File: src/rtl/field_packer_if.sv
// field_packer_if: field-in / packed-word-out handshake bundle for field_packer
interface field_packer_if #(
  parameter int IN_W  = 2,
  parameter int OUT_W = 8,
  parameter int CNT_W = $clog2(OUT_W / IN_W) + 1
);
  logic             in_valid;
  logic             in_ready;
  logic [IN_W-1:0]  in_data;
  logic             in_last;
  logic             out_valid;
  logic             out_ready;
  logic [OUT_W-1:0] out_data;
  logic [CNT_W-1:0] out_count;
  logic             out_last;
  modport master (
    output in_valid, in_data, in_last, out_ready,
    input  in_ready, out_valid, out_data, out_count, out_last
  );
  modport slave (
    input  in_valid, in_data, in_last, out_ready,
    output in_ready, out_valid, out_data, out_count, out_last
  );
endinterface

File: src/rtl/field_packer.sv
// field_packer: packs IN_W-bit fields MSB-first into OUT_W-bit words with early close on in_last
module field_packer #(
  parameter int IN_W  = 2,
  parameter int OUT_W = 8,
  parameter int CNT_W = $clog2(OUT_W / IN_W) + 1
) (
  input logic           clk,
  input logic           rst,
  field_packer_if.slave bus
);
  localparam int NUM = OUT_W / IN_W;
  localparam int IDX_W = $clog2(NUM);
  localparam logic [IDX_W-1:0] LAST_IDX = IDX_W'(NUM - 1);
  if (OUT_W % IN_W != 0 || NUM < 2 || IN_W < 1) begin : g_bad_params
    $error("field_packer: OUT_W must be a multiple of IN_W with at least two fields");
  end
  logic [OUT_W-1:0] acc;
  logic [OUT_W-1:0] ins;
  logic [IDX_W-1:0] idx;
  logic             take;
  logic             done;
  always_comb begin
    ins = acc;
    ins[OUT_W-1-int'(idx)*IN_W -: IN_W] = bus.in_data;
  end
  assign bus.in_ready = !rst && (!bus.out_valid || bus.out_ready);
  assign take = bus.in_valid && bus.in_ready;
  assign done = idx == LAST_IDX || bus.in_last;
  always_ff @(posedge clk) begin
    if (rst) begin
      acc           <= '0;
      idx           <= '0;
      bus.out_valid <= 1'b0;
      bus.out_data  <= '0;
      bus.out_count <= '0;
      bus.out_last  <= 1'b0;
    end else begin
      if (bus.out_valid && bus.out_ready) bus.out_valid <= 1'b0;
      if (take && done) begin
        bus.out_data  <= ins;
        bus.out_count <= CNT_W'(idx) + CNT_W'(1);
        bus.out_last  <= bus.in_last;
        bus.out_valid <= 1'b1;
        acc           <= '0;
        idx           <= '0;
      end else if (take) begin
        acc <= ins;
        idx <= idx + IDX_W'(1);
      end
    end
  end
  a_count_nonzero: assert property (@(posedge clk) disable iff (rst) bus.out_valid |-> bus.out_count != '0);
endmodule

File: src/flat_wrapper.sv
// flat-port wrapper written by rule: the top's interface ports become plain ports
module field_packer_flat 
#(
  parameter int IN_W  = 2,
  parameter int OUT_W = 8,
  parameter int CNT_W = $clog2(OUT_W / IN_W) + 1
)
  (clk, rst, bus_in_valid, bus_in_data, bus_in_last, bus_out_ready, bus_in_ready, bus_out_valid, bus_out_data, bus_out_count, bus_out_last);
  field_packer_if #(.IN_W(IN_W), .OUT_W(OUT_W), .CNT_W(CNT_W)) bus_i ();
  input logic clk;
  input logic rst;
  input wire logic [$bits(bus_i.in_valid)-1:0] bus_in_valid;
  input wire logic [$bits(bus_i.in_data)-1:0] bus_in_data;
  input wire logic [$bits(bus_i.in_last)-1:0] bus_in_last;
  input wire logic [$bits(bus_i.out_ready)-1:0] bus_out_ready;
  output wire logic [$bits(bus_i.in_ready)-1:0] bus_in_ready;
  output wire logic [$bits(bus_i.out_valid)-1:0] bus_out_valid;
  output wire logic [$bits(bus_i.out_data)-1:0] bus_out_data;
  output wire logic [$bits(bus_i.out_count)-1:0] bus_out_count;
  output wire logic [$bits(bus_i.out_last)-1:0] bus_out_last;
  assign bus_i.in_valid = bus_in_valid;
  assign bus_i.in_data = bus_in_data;
  assign bus_i.in_last = bus_in_last;
  assign bus_i.out_ready = bus_out_ready;
  assign bus_in_ready = bus_i.in_ready;
  assign bus_out_valid = bus_i.out_valid;
  assign bus_out_data = bus_i.out_data;
  assign bus_out_count = bus_i.out_count;
  assign bus_out_last = bus_i.out_last;
  field_packer #(.IN_W(IN_W), .OUT_W(OUT_W), .CNT_W(CNT_W)) u_core (.clk(clk), .rst(rst), .bus(bus_i));
endmodule
File: config.mk
export PLATFORM = sky130hd
export DESIGN_NAME = field_packer_flat
export DESIGN_NICKNAME = d
export VERILOG_FILES = /design/src/rtl/field_packer_if.sv /design/src/rtl/field_packer.sv /design/src/flat_wrapper.sv
export SDC_FILE = /design/constraint.sdc
export NUM_CORES = 1
export LEC_CHECK = 0
export ABC_AREA = 1
export CAP_MARGIN = 10
export CORE_MARGIN = 5
export CORE_UTILIZATION = 50
export DETAILED_ROUTE_END_ITERATION = 10
export GPL_ROUTABILITY_DRIVEN = 0
export PLACE_DENSITY = 0.77
export SYNTH_ARGS = -nofsm -noshare
export SYNTH_HDL_FRONTEND = slang
export SYNTH_SLANG_ARGS = --single-unit
File: constraint.sdc
create_clock -name clk -period 2.3 [get_ports clk]
set_input_delay 0.345 -clock clk [delete_from_list [all_inputs] [get_ports clk]]
set_output_delay 0.345 -clock clk [all_outputs]
set_load 0.02 [all_outputs]
Yosys cells after proc, flatten, opt, wreduce, memory -nomap -nowiden
Cells that the tools add are included. Widths: inputs -> output; s select.

Bits of input ports: 7. Register bits: 23. Logic and storage cells: 26. Output and inout bits: 14.

Reductions and logical operators: 10. Shifts and indexed selects: 2. Equality and inequality tests: 1. Multiplexer cells: 3. $add $sub $neg: 4.

Operators with widths (number): $neg 32->33 (1); $shift 2x33->9 const A (1); $shiftx 2x33->9 (1); $bwmux 8 (1); $logic_and 1x1->1 (4); $sub 3x3->4 const A (1); $add 2x1->3 const B (1); $add 2x1->2 const B (1); $eq 2x2->1 const B (1); $logic_not 1->1 (2); $logic_or 1x1->1 (2); $mux 1 (2); $reduce_bool 2->1 (1); $reduce_or 2->1 (1).

Logic depth before layout (Yosys ltp)
Gate-level depths: netlist (run 1).

Depth after elaboration: 6. Gate-level depth with buffers: 9. Gate-level depth less buffers: 9.

Least setup slack after synthesis (run 1)
OpenSTA, ideal clock, no wires.

Path kind: reg2reg. Start point: register u_core.idx[0]. End point: register u_core.bus.out_count[0]. Cell stages (with the launch flop): 7. Slack: 1.044 ns. Required time: 2.187 ns. Clock period less this slack: 1.256 ns. Path buffers: 1. Setup time: 0.113 ns. Arrival time: 1.144 ns. Cell sequence: dfxtp_1 > ha_1 > nor2_1 > nor2_4 > buf_6 > nor2_1 > nor2_1.

Cells in the longest elaborated chain, start to end: 3. Elaborated cells on any way between the ends: 4. Those cells by class: add/sub: 1; eq/ne: 1; reduce/logical: 2.

RTL lines: start, declared (line field_packer.sv:19) `logic [IDX_W-1:0] idx;`; start signal, assigned (line field_packer.sv:48) `idx <= idx + IDX_W'(1);`; $eq 2x2->1 (line field_packer.sv:28) `assign done = idx == LAST_IDX || bus.in_last;`; $logic_or 1x1->1 (line field_packer.sv:28); $logic_and 1x1->1 (line field_packer.sv:39) `if (take && done) begin`; end signal, assigned (line field_packer.sv:41) `bus.out_count <= CNT_W'(idx) + CNT_W'(1);`; end, declared (line field_packer_if.sv:22) `output in_ready, out_valid, out_data, out_count, out_last`.

Parallel ways exist; a longest one is shown, timed or not. A chain may end at the register's enable or synchronous reset.

Worst setup path after layout (run 1)
Start point: input port rst. End point: output port bus_in_ready.

Cells in the longest elaborated chain, start to end: 2.

RTL lines: start, declared (line flat_wrapper.sv:11) `input logic rst;`; $logic_not 1->1 (line field_packer.sv:26) `assign bus.in_ready = !rst && (!bus.out_valid || bus.out_ready);`; $logic_and 1x1->1 (line field_packer.sv:26); end, declared (line flat_wrapper.sv:16) `output wire logic [$bits(bus_i.in_ready)-1:0] bus_in_ready;`.

No other way between the ends.

==> metrics.md, run 1 <==
| Metric | Value |
|---|---|
| Status | finished, final reports clean |
| CP arrival | 1720 ps |
| Unrepaired setup endpoints after global routing | false |
| Syn Nets | 175 |
| CTS sink cnt | 23 |
| Gr ovfl total | 0 |
| Crit path capture type | output pin |
| Placement Rows | 17 |
| Drt drc | 0 |
| Req. time, crit path | 1960 ps |
| Mean number of vias per cell | 4.75 |
| Sequential fraction of the synthesis area | 41.6% |
| Overall Power | 719 uW |
| Critical Path Start Type | primary input |
| Commonest non-fill, non-tap cell in the layout | nand2_1 |
| Critical path depth in cells | 5 |
| Die ar. | 0.00325 sq mm |
| Detailed-route via count | 1011 |
| Mapped cell area | 0.00111 sq mm |
| PD cells | 534 mW/mm^2 |
| Antenna Cells | 0 |
| Worst Tran Pin Value | 410 ps |
| Iteration-0 DRC count of the detailed router | 16 |
| Min Tclk post-route | 2070 ps |
| Yosys reg bits | 23 |
| Worst-skew pair later-pin latency | 310 ps |
| Slew Limit Fails | 0 |
| Hold depth | 2 |
| Synth-to-Final Area Change | 21.7% |
| Buffer count from post-CTS setup fixing | 0 |
| Setup violators final | 0 |
| Synth warn | 0 |
| Lkg Pwr | 0.609 nW |
| Commonest non-fill, non-tap cells in the layout | nand2_1, dfxtp_1, nor2_1 |
| Die X | 57.0 microns |
| Final hold violations | 0 |
| # IOs | 21 |
| Post-synthesis cell type count | 16 |
| Peak VDD IR | 445 uV |
| Type of the tightest min-delay check | reg2reg |
| Gate Count Post-Synth | 164 |
| Top delay family on crit path | buffers and inverters |
| Vias in the first global route | 948 |
| TritonRoute pass-1 iters | 4 |
| Post-route ant nets | 0 |
| Max Clock Skew | 3.05 ps |
| Clk slew on worst S/H paths | 130 ps |
| Post-DP HPWL | 1720 microns |
| CP dominant cell by count | clkdlybuf4s50_1 |
| FMAX | 484 MHz |
| Avg Cell Area, Syn | 6.74 sq um |
| Max_cap viols | 0 |
| Crit path max-delay cell type | clkdlybuf4s50_1 |
| Fillcell total | 213 |
| Worst path cell trace | clkdlybuf4s50_1, inv_2, nand2_1, inv_1, clkdlybuf4s50_1 |
| Tcrit/Tclk final | 89.8% |
| First-pass GRT wire length | 3800 microns |
| Initial antenna violation count | 0 |
| Setup CP Type | in2out |
| Routed len/inst | 10.5 microns |
| Starting Density | 51.0% |
| CTS tree | done |
| CTS buffer count | 3 |
| Clock root buffer | clkbuf_4 |
| Relative slew margins | 72.6% |
| CP Max Fanout | 4 |
| CTS Buffer Depth | 2 |
| Max H-tree Level | 1 |
| Final #Nets | 197 |
| R2R cell count | 6 |
| Total routed wirelength | 2230 microns |
| Overall routing resource usage | 14.1% |
| Layout cell share with drive strength beyond 1 | 5.95% |
| Largest net degree at the start of global routing | 18 |
| Buffers plus inverters on the worst setup path | 4 |
| IO buf count | 20 |
| Critical path's largest stage delay | 600 ps |
| Post-CTS Resized | 0 |
| Hold buffers post-CTS | 0 |
| Die Height | 57.0 microns |
| Total Neg Setup Slack | 0 ps |
| Core Box Area | 0.00217 sq mm |
-- final cells by class --
| class | instances | area, sq um | share of cell area [%] |
|---|---|---|---|
| multi-input cells | 119 | 549 | 40.8 |
| flip-flops and latches | 23 | 460 | 34.2 |
| repair buffers | 21 | 208 | 15.4 |
| inverters | 18 | 67.6 | 5.02 |
| well taps | 28 | 35.0 | 2.60 |
| clock buffers | 4 | 26.3 | 1.95 |
-- logic make-up (layout without fill, tap and decap cells) --
family | Yosys count | count (layout) | synth area share (%)
flops | 23 | 23 | 41.6
fa+ha+maj | 4 | 4 | 4.53
buf+inv | 22 | 43 | 8.71
compound gates | 18 | 18 | 8.15
simple gates | 97 | 97 | 37.0
-- layer usage --
| metal | vias to the layer above | track usage (%) | routed length (microns) |
|---|---|---|---|
| met4 | 0 | 5.30 | 9 |
| li1 | 541 | - | - |
| met3 | 2 | 2.71 | 92 |
| met1 | 455 | 17.4 | 993 |
| met5 | - | 0 | 0 |
| met2 | 13 | 24.3 | 1130 |
-- Yosys cell counts --
cell / number / area, sq um
nand2_1: 69 / 259
dfxtp_1: 23 / 460
nor2_1: 21 / 78.8
inv_1: 17 / 63.8
a21oi_1: 10 / 50.1
o21ai_0: 8 / 40.0
ha_1: 4 / 50.1
buf_2: 2 / 10.0
nand2_2: 2 / 12.5
nor2_4: 2 / 22.5
buf_4: 1 / 7.51
buf_6: 1 / 11.3
inv_2: 1 / 3.75
nand3_4: 1 / 17.5
nand4_1: 1 / 6.26
nand4_2: 1 / 12.5
-- worst reg2reg max path: stages (launching register included) --
cell     delay [ps]
dfxtp_1         470
ha_1            260
nor2_1          110
nor2_4          360
nor2_4          100
nand2_1          90
nand2_1          50
-- worst paths after layout --
check | startpoint | end | slack (ps)
max | rst | bus_in_ready | 230
min | u_core.bus.out_data[1] | u_core.bus.out_data[1] | 460
max reg2reg | u_core.idx[0] | u_core.bus.out_data[7] | 770
min reg2reg | u_core.bus.out_data[1] | u_core.bus.out_data[1] | 460
-- state kept, by name, summed over array words and instances, names as in the netlist --
name	cells
u_core.bus.out_data	8
u_core.bus.out_valid	1
u_core.idx	2
u_core.bus.out_last	1
u_core.acc	8
u_core.bus.out_count	3
-- per-stage QoR --
step	utilization, %	hold slack (ps)	cells	cell area, sq um	worst slack [ps]
6_report	62.1	456	213	1350	235
3_5_place_dp	60.8	438	209	1320	245
2_1_floorplan	-	414	164	1110	1040
3_3_place_gp	60.8	429	209	1320	251
5_1_grt	62.1	477	213	1350	174
4_1_cts	62.1	459	213	1350	230
-- where the power goes --
| group | total [mW] | switching [mW] | internal (mW) |
|---|---|---|---|
| logic | 0.111 | 0.0661 | 0.0451 |
| registers | 0.418 | 0.00771 | 0.410 |
| clock network | 0.190 | 0.122 | 0.0676 |
| total | 0.719 | 0.196 | 0.523 |
Note: power is estimated with default switching activity, not from simulation.
==> run 2: changes to the inputs <==
--- a/config.mk
+++ b/config.mk
@@ -8,10 +8,11 @@
 export ABC_AREA = 1
 export CAP_MARGIN = 10
 export CORE_MARGIN = 5
-export CORE_UTILIZATION = 50
+export CORE_UTILIZATION = 45
+export CTS_CLUSTER_DIAMETER = 30
 export DETAILED_ROUTE_END_ITERATION = 10
 export GPL_ROUTABILITY_DRIVEN = 0
-export PLACE_DENSITY = 0.77
+export PLACE_DENSITY = 0.73
 export SYNTH_ARGS = -nofsm -noshare
 export SYNTH_HDL_FRONTEND = slang
 export SYNTH_SLANG_ARGS = --single-unit
==> constraint.sdc (replaced) <==
create_clock -name clk -period 1.81 [get_ports clk]
set_input_delay 0.2715 -clock clk [delete_from_list [all_inputs] [get_ports clk]]
set_output_delay 0.2715 -clock clk [all_outputs]
set_load 0.02 [all_outputs]
==> metrics.md, run 2 (same netlist as run 1, synthesis figures left out) <==
| Metric | Value |
|---|---|
| Status | finished, final reports clean (unchanged) |
| Placement Rows | 18 (was 17) |
| Overall Power | 915 uW (was 719 uW) |
| Worst path cell trace | clkdlybuf4s50_1 (was clkdlybuf4s50_1, inv_2, nand2_1, inv_1, clkdlybuf4s50_1) |
| Crit path max-delay cell type | clkdlybuf4s50_1 (unchanged) |
| Critical path depth in cells | 1 (was 5) |
| Slew Limit Fails | 0 (unchanged) |
| Die ar. | 0.00355 sq mm (was 0.00325 sq mm) |
| Top delay family on crit path | buffers and inverters (unchanged) |
| Critical Path Start Type | register (was primary input) |
| Buffers plus inverters on the worst setup path | 1 (was 4) |
| Initial antenna violation count | 0 (unchanged) |
| Reg2Reg Setup Slack | 360 ps (was 770 ps) |
| Starting Density | 45.9% (was 51.0%) |
| Max Clock Skew | 9.77 ps (was 3.05 ps) |
| FMAX | 639 MHz |
| Critical path's largest stage delay | 610 ps (was 600 ps) |
| Post-route ant nets | 0 (unchanged) |
| Die X | 59.6 microns (was 57.0 microns) |
| Type of the tightest min-delay check | reg2reg (unchanged) |
| Layout cell share with drive strength beyond 1 | 8.42% (was 5.95%) |
| Hold buffers post-CTS | 0 (unchanged) |
| Synth-to-Final Area Change | 25.6% (was 21.7%) |
| Clock root buffer | clkbuf_4 (unchanged) |
| Req. time, crit path | 1540 ps (was 1960 ps) |
| Hold Path Origin | u_core.bus.out_data[5] (was u_core.bus.out_data[1]) |
| CTS buffer count | 3 (unchanged) |
| Core Box Area | 0.00241 sq mm (was 0.00217 sq mm) |
| Routed len/inst | 10.5 microns (about the same) |
| CTS Buffer Depth | 2 (unchanged) |
| Biggest regs | u_core.acc: 8 flops, u_core.bus.out_data: 8 flops, u_core.bus.out_count: 3 flops (unchanged) |
| Overall routing resource usage | 14.0% (was 14.1%) |
| Commonest non-fill, non-tap cells in the layout | nand2_1, dfxtp_1, nor2_1 (unchanged) |
| Crit path capture type | output pin (unchanged) |
| Die Height | 59.6 microns (was 57.0 microns) |
| Tcrit/Tclk final | 86.5% |
| Post-DP HPWL | 1800 microns (was 1720 microns) |
| Vias in the first global route | 940 (was 948) |
| Post-DP Area | 0.00136 sq mm (was 0.00132 sq mm) |
| Setup CP Type | reg2out (was in2out) |
| Worst-skew pair later-pin latency | 310 ps (about the same) |
| Iteration-0 DRC count of the detailed router | 16 (unchanged) |
| Hold depth | 2 (unchanged) |
| IO buf count | 20 (unchanged) |
| Detailed-route via count | 1049 (was 1011) |
| PD cells | 659 mW/mm^2 (was 534 mW/mm^2) |
| RR Startpoint | u_core.idx[0] (unchanged) |
| Buffer count from post-CTS setup fixing | 0 (unchanged) |
| RR Endpoint | u_core.acc[6] (was u_core.bus.out_data[7]) |
| CP arrival | 1290 ps (was 1720 ps) |
| Gr ovfl total | 0 (unchanged) |
| Unrepaired setup endpoints after global routing | false (unchanged) |
| CTS tree | done (unchanged) |
| Hold EP | u_core.bus.out_data[5] (was u_core.bus.out_data[1]) |
| First-pass GRT wire length | 3860 microns (was 3800 microns) |
| Drt drc | 0 (unchanged) |
| Total Neg Setup Slack | 0 ps (unchanged) |
| Commonest non-fill, non-tap cell in the layout | nand2_1 (unchanged) |
| Max_cap viols | 0 (unchanged) |
| Worst Tran Pin Value | 346 ps (was 410 ps) |
| Setup violators final | 0 (unchanged) |
| Antenna Cells | 0 (unchanged) |
| CP Max Fanout | 2 (was 4) |
| Final hold violations | 0 (unchanged) |
| Fillcell total | 237 (was 213) |
| Final #Nets | 202 (was 197) |
| Largest net degree at the start of global routing | 13 (was 18) |
| Final instance area | 0.00139 sq mm (was 0.00135 sq mm) |
| Relative slew margins | 76.9% (was 72.6%) |
| # IOs | 21 (unchanged) |
| Total routed wirelength | 2300 microns (was 2230 microns) |
| Clk slew on worst S/H paths | 130 ps (about the same) |
| Min Tclk post-route | 1560 ps |
| R2R cell count | 6 (unchanged) |
| TritonRoute pass-1 iters | 4 (unchanged) |
| CTS sink cnt | 23 (unchanged) |
| Lkg Pwr | 0.642 nW (was 0.609 nW) |
| Max H-tree Level | 1 (unchanged) |
| Peak VDD IR | 418 uV (was 445 uV) |
| Mean number of vias per cell | 4.77 (was 4.75) |
run 2: through the flow:
step                      utilization [%]  setup slack [ps]  hold slack (ps)  cells
final                                57.6               245              452    220
after global routing                 57.6               202              483    220
after CTS                            57.5              13.7              456    220
after detailed placement             56.4              31.6              435    216
after global placement               56.4              30.8              428    216
after floorplan                         -               554              341    164
run 2: how the worst max path moves through the flow:
stage / startpoint / end / slack, ps
2_1_floorplan: u_core.idx[0] / u_core.bus.out_count[0] / 550
3_3_place_gp: bus_out_ready / bus_in_ready / 30
3_5_place_dp: bus_out_ready / bus_in_ready / 30
4_1_cts: bus_out_ready / bus_in_ready / 10
5_1_grt: u_core.bus.out_valid / bus_out_valid / 200
6_report: u_core.bus.out_count[0] / bus_out_count[0] / 250
run 2: power breakdown:
group	total, mW	switching [mW]	leakage, nW	internal, mW
Sequential	0.531	0.0101	0.187	0.521
Clock	0.238	0.151	0.0150	0.0860
Combinational	0.147	0.0841	0.440	0.0625
Total	0.915	0.246	0.642	0.669
run 2: layer usage:
metal	vias to the layer above	routed length [microns]	track usage, %
li1	549	-	-
met1	482	1060	17.2
met2	14	1120	23.9
met3	4	92	3.27
met4	0	30	4.75
met5	-	0	0
run 2: repair_timing:
action	CTS	global route
resized for setup	0	1
endpoints found under the hold margin	0	0
endpoints found under the setup margin	0	1
run 2: layout make-up:
cell class	instances	area, sq um	share of cell area, %
Sequential cell	23	460	33.2
Clock buffer	4	26.3	1.89
Multi-Input combinational cell	119	549	39.5
Tap cell	30	37.5	2.70
Timing Repair Buffer	26	248	17.8
Inverter	18	67.6	4.86
==> run 3: changes to the inputs <==
--- a/config.mk
+++ b/config.mk
@@ -7,12 +7,14 @@
 export LEC_CHECK = 0
 export ABC_AREA = 1
 export CAP_MARGIN = 10
+export CELL_PAD_IN_SITES_DETAIL_PLACEMENT = 0
+export CELL_PAD_IN_SITES_GLOBAL_PLACEMENT = 1
 export CORE_MARGIN = 5
-export CORE_UTILIZATION = 45
+export CORE_UTILIZATION = 32
 export CTS_CLUSTER_DIAMETER = 30
 export DETAILED_ROUTE_END_ITERATION = 10
 export GPL_ROUTABILITY_DRIVEN = 0
-export PLACE_DENSITY = 0.73
+export PLACE_DENSITY_LB_ADDON = 0.1
 export SYNTH_ARGS = -nofsm -noshare
 export SYNTH_HDL_FRONTEND = slang
 export SYNTH_SLANG_ARGS = --single-unit
==> metrics.md, run 3 (same netlist as run 1, synthesis figures left out) <==
| Metric | Value |
|---|---|
| Die Height | 68.8 microns (was 59.6 microns) |
| Iteration-0 DRC count of the detailed router | 33 (was 16) |
| Gr ovfl total | 0 (unchanged) |
| Slew Limit Fails | 0 (unchanged) |
| Sw Ratio | 27.1% (was 26.9%) |
| Post-CTS Resized | 0 (unchanged) |
| Placement Rows | 21 (was 18) |
| Worst-skew pair later-pin latency | 310 ps (about the same) |
| Critical Path Start Type | register (unchanged) |
| TritonRoute pass-1 iters | 4 (unchanged) |
| RR Startpoint | u_core.idx[0] (unchanged) |
| Net switching power | 249 uW (was 246 uW) |
| Hold buffers post-CTS | 0 (unchanged) |
| Max_cap viols | 0 (unchanged) |
| Post-DP Area | 0.00138 sq mm (was 0.00136 sq mm) |
| Power Internal | 669 uW (about the same) |
| Commonest non-fill, non-tap cell in the layout | nand2_1 (unchanged) |
| Initial antenna violation count | 0 (unchanged) |
| Hold Path Origin | u_core.bus.out_last (was u_core.bus.out_data[5]) |
| Starting Density | 33.1% (was 45.9%) |
| Largest net degree at the start of global routing | 13 (unchanged) |
| Hold Slack | 452 ps (about the same) |
| CTS tree | done (unchanged) |
| Routed len/inst | 9.96 microns (was 10.5 microns) |
| R2R cell count | 7 (was 6) |
| Clock share of power | 26.3% (was 26.0%) |
| Type of the tightest min-delay check | reg2reg (unchanged) |
| Max Clock Skew | 4.60 ps (was 9.77 ps) |
| Req. time, crit path | 1540 ps (about the same) |
| Post-DP HPWL | 1800 microns (about the same) |
| Min Tclk post-route | 1550 ps (was 1560 ps) |
| Layout cell share with drive strength beyond 1 | 8.42% (unchanged) |
| Total Neg Setup Slack | 0 ps (unchanged) |
| Overall routing resource usage | 11.7% (was 14.0%) |
| Clk slew on worst S/H paths | 130 ps (about the same) |
| Final hold violations | 0 (unchanged) |
| Tcrit/Tclk final | 85.9% (was 86.5%) |
| Buffers plus inverters on the worst setup path | 1 (unchanged) |
| Worst Setup SP | u_core.bus.out_valid (was u_core.bus.out_count[0]) |
| CTS sink cnt | 23 (unchanged) |
| Final #Nets | 202 (unchanged) |
| Antenna Cells | 0 (unchanged) |
| Post-route ant nets | 0 (unchanged) |
| Hold depth | 2 (unchanged) |
| Reg power frac | 57.7% (was 58.0%) |
| Critical path's largest stage delay | 610 ps (about the same) |
| Status | finished, final reports clean (unchanged) |
| CTS buffer count | 3 (unchanged) |
| Crit path max-delay cell type | clkdlybuf4s50_1 (unchanged) |
| Lkg Pwr | 0.642 nW (unchanged) |
| Critical path depth in cells | 1 (unchanged) |
| FMAX | 643 MHz (was 639 MHz) |
| Reg2Reg Setup Slack | 310 ps (was 360 ps) |
| Post-Route Utilization | 42.2% (was 57.6%) |
| Commonest non-fill, non-tap cells in the layout | nand2_1, dfxtp_1, nor2_1 (unchanged) |
| Relative slew margins | 75.5% (was 76.9%) |
| Clock root buffer | clkbuf_4 (unchanged) |
| Core Box Area | 0.00334 sq mm (was 0.00241 sq mm) |
| Crit path capture type | output pin (unchanged) |
| Die ar. | 0.00473 sq mm (was 0.00355 sq mm) |
| Final instance area | 0.00141 sq mm (was 0.00139 sq mm) |
| Vias in the first global route | 999 (was 940) |
| Worst path cell trace | clkdlybuf4s50_1 (unchanged) |
| First-pass GRT wire length | 4240 microns (was 3860 microns) |
| Mean number of vias per cell | 4.37 (was 4.77) |
| Buffer count from post-CTS setup fixing | 0 (unchanged) |
| Total routed wirelength | 2350 microns (was 2300 microns) |
| Hold EP | u_core.bus.out_last (was u_core.bus.out_data[5]) |
| Peak VDD IR | 290 uV (was 418 uV) |
| PD cells | 652 mW/mm^2 (was 659 mW/mm^2) |
| CP arrival | 1280 ps (was 1290 ps) |
| Top delay family on crit path | buffers and inverters (unchanged) |
| Unrepaired setup endpoints after global routing | false (unchanged) |
| # IOs | 21 (unchanged) |
| CP Max Fanout | 2 (unchanged) |
| Synth-to-Final Area Change | 27.4% (was 25.6%) |
| Biggest regs | u_core.acc: 8 flops, u_core.bus.out_data: 8 flops, u_core.bus.out_count: 3 flops (unchanged) |
| Die X | 68.8 microns (was 59.6 microns) |
| Drt drc | 0 (unchanged) |
| CTS Buffer Depth | 2 (unchanged) |
| Setup violators final | 0 (unchanged) |
| Max H-tree Level | 1 (unchanged) |
| Detailed-route via count | 1031 (was 1049) |
| Worst Tran Pin Value | 367 ps (was 346 ps) |
| IO buf count | 20 (unchanged) |
| RR Endpoint | u_core.bus.out_data[6] (was u_core.acc[6]) |
| Setup CP Type | reg2out (unchanged) |
| Combinational Power Share | 15.9% (was 16.0%) |
-- run 3: worst max path at each step --
stage	end	slack, ps
after floorplan	u_core.bus.out_count[0]	550
after global placement	bus_in_ready	50
after global routing	u_core.bus.out_data[6]	140
after CTS	bus_in_ready	30
after detailed placement	bus_in_ready	40
final	bus_out_valid	260
-- run 3: cell type report --
type	instances	area, sq um
Clock buffer	4	26.3
Sequential cell	23	460
Tap cell	46	57.6
Inverter	18	67.6
Multi-Input combinational cell	119	549
Fill cell	370	1930
Timing Repair Buffer	26	248
-- run 3: power groups by stage --
| stage | Clock, mW | Combinational, mW | Sequential [mW] |
|---|---|---|---|
| after global routing | 0.280 | 0.168 | 0.534 |
| after detailed placement | 0 | 0.149 | 0.542 |
| final | 0.242 | 0.147 | 0.531 |
| after CTS | 0.259 | 0.150 | 0.531 |
| after floorplan | 0 | 0.0742 | 0.554 |
| after global placement | 0 | 0.149 | 0.542 |
-- run 3: stage by stage --
step | setup WS [ps] | total power [mW] | cells
after global routing | 138 | 0.981 | 236
final | 255 | 0.919 | 236
after CTS | 27.0 | 0.940 | 236
after floorplan | 554 | 0.628 | 164
after detailed placement | 37.3 | 0.692 | 232
after global placement | 50.0 | 0.691 | 232
-- run 3: per-layer routing --
layer  up-vias  share of wire [%]  GRT usage (%)
met1       459                 48           15.0
met4         0               0.85           2.92
met3         4                5.0           2.43
li1        552                  -              -
met5         -                  0              0
met2        16                 46           20.0
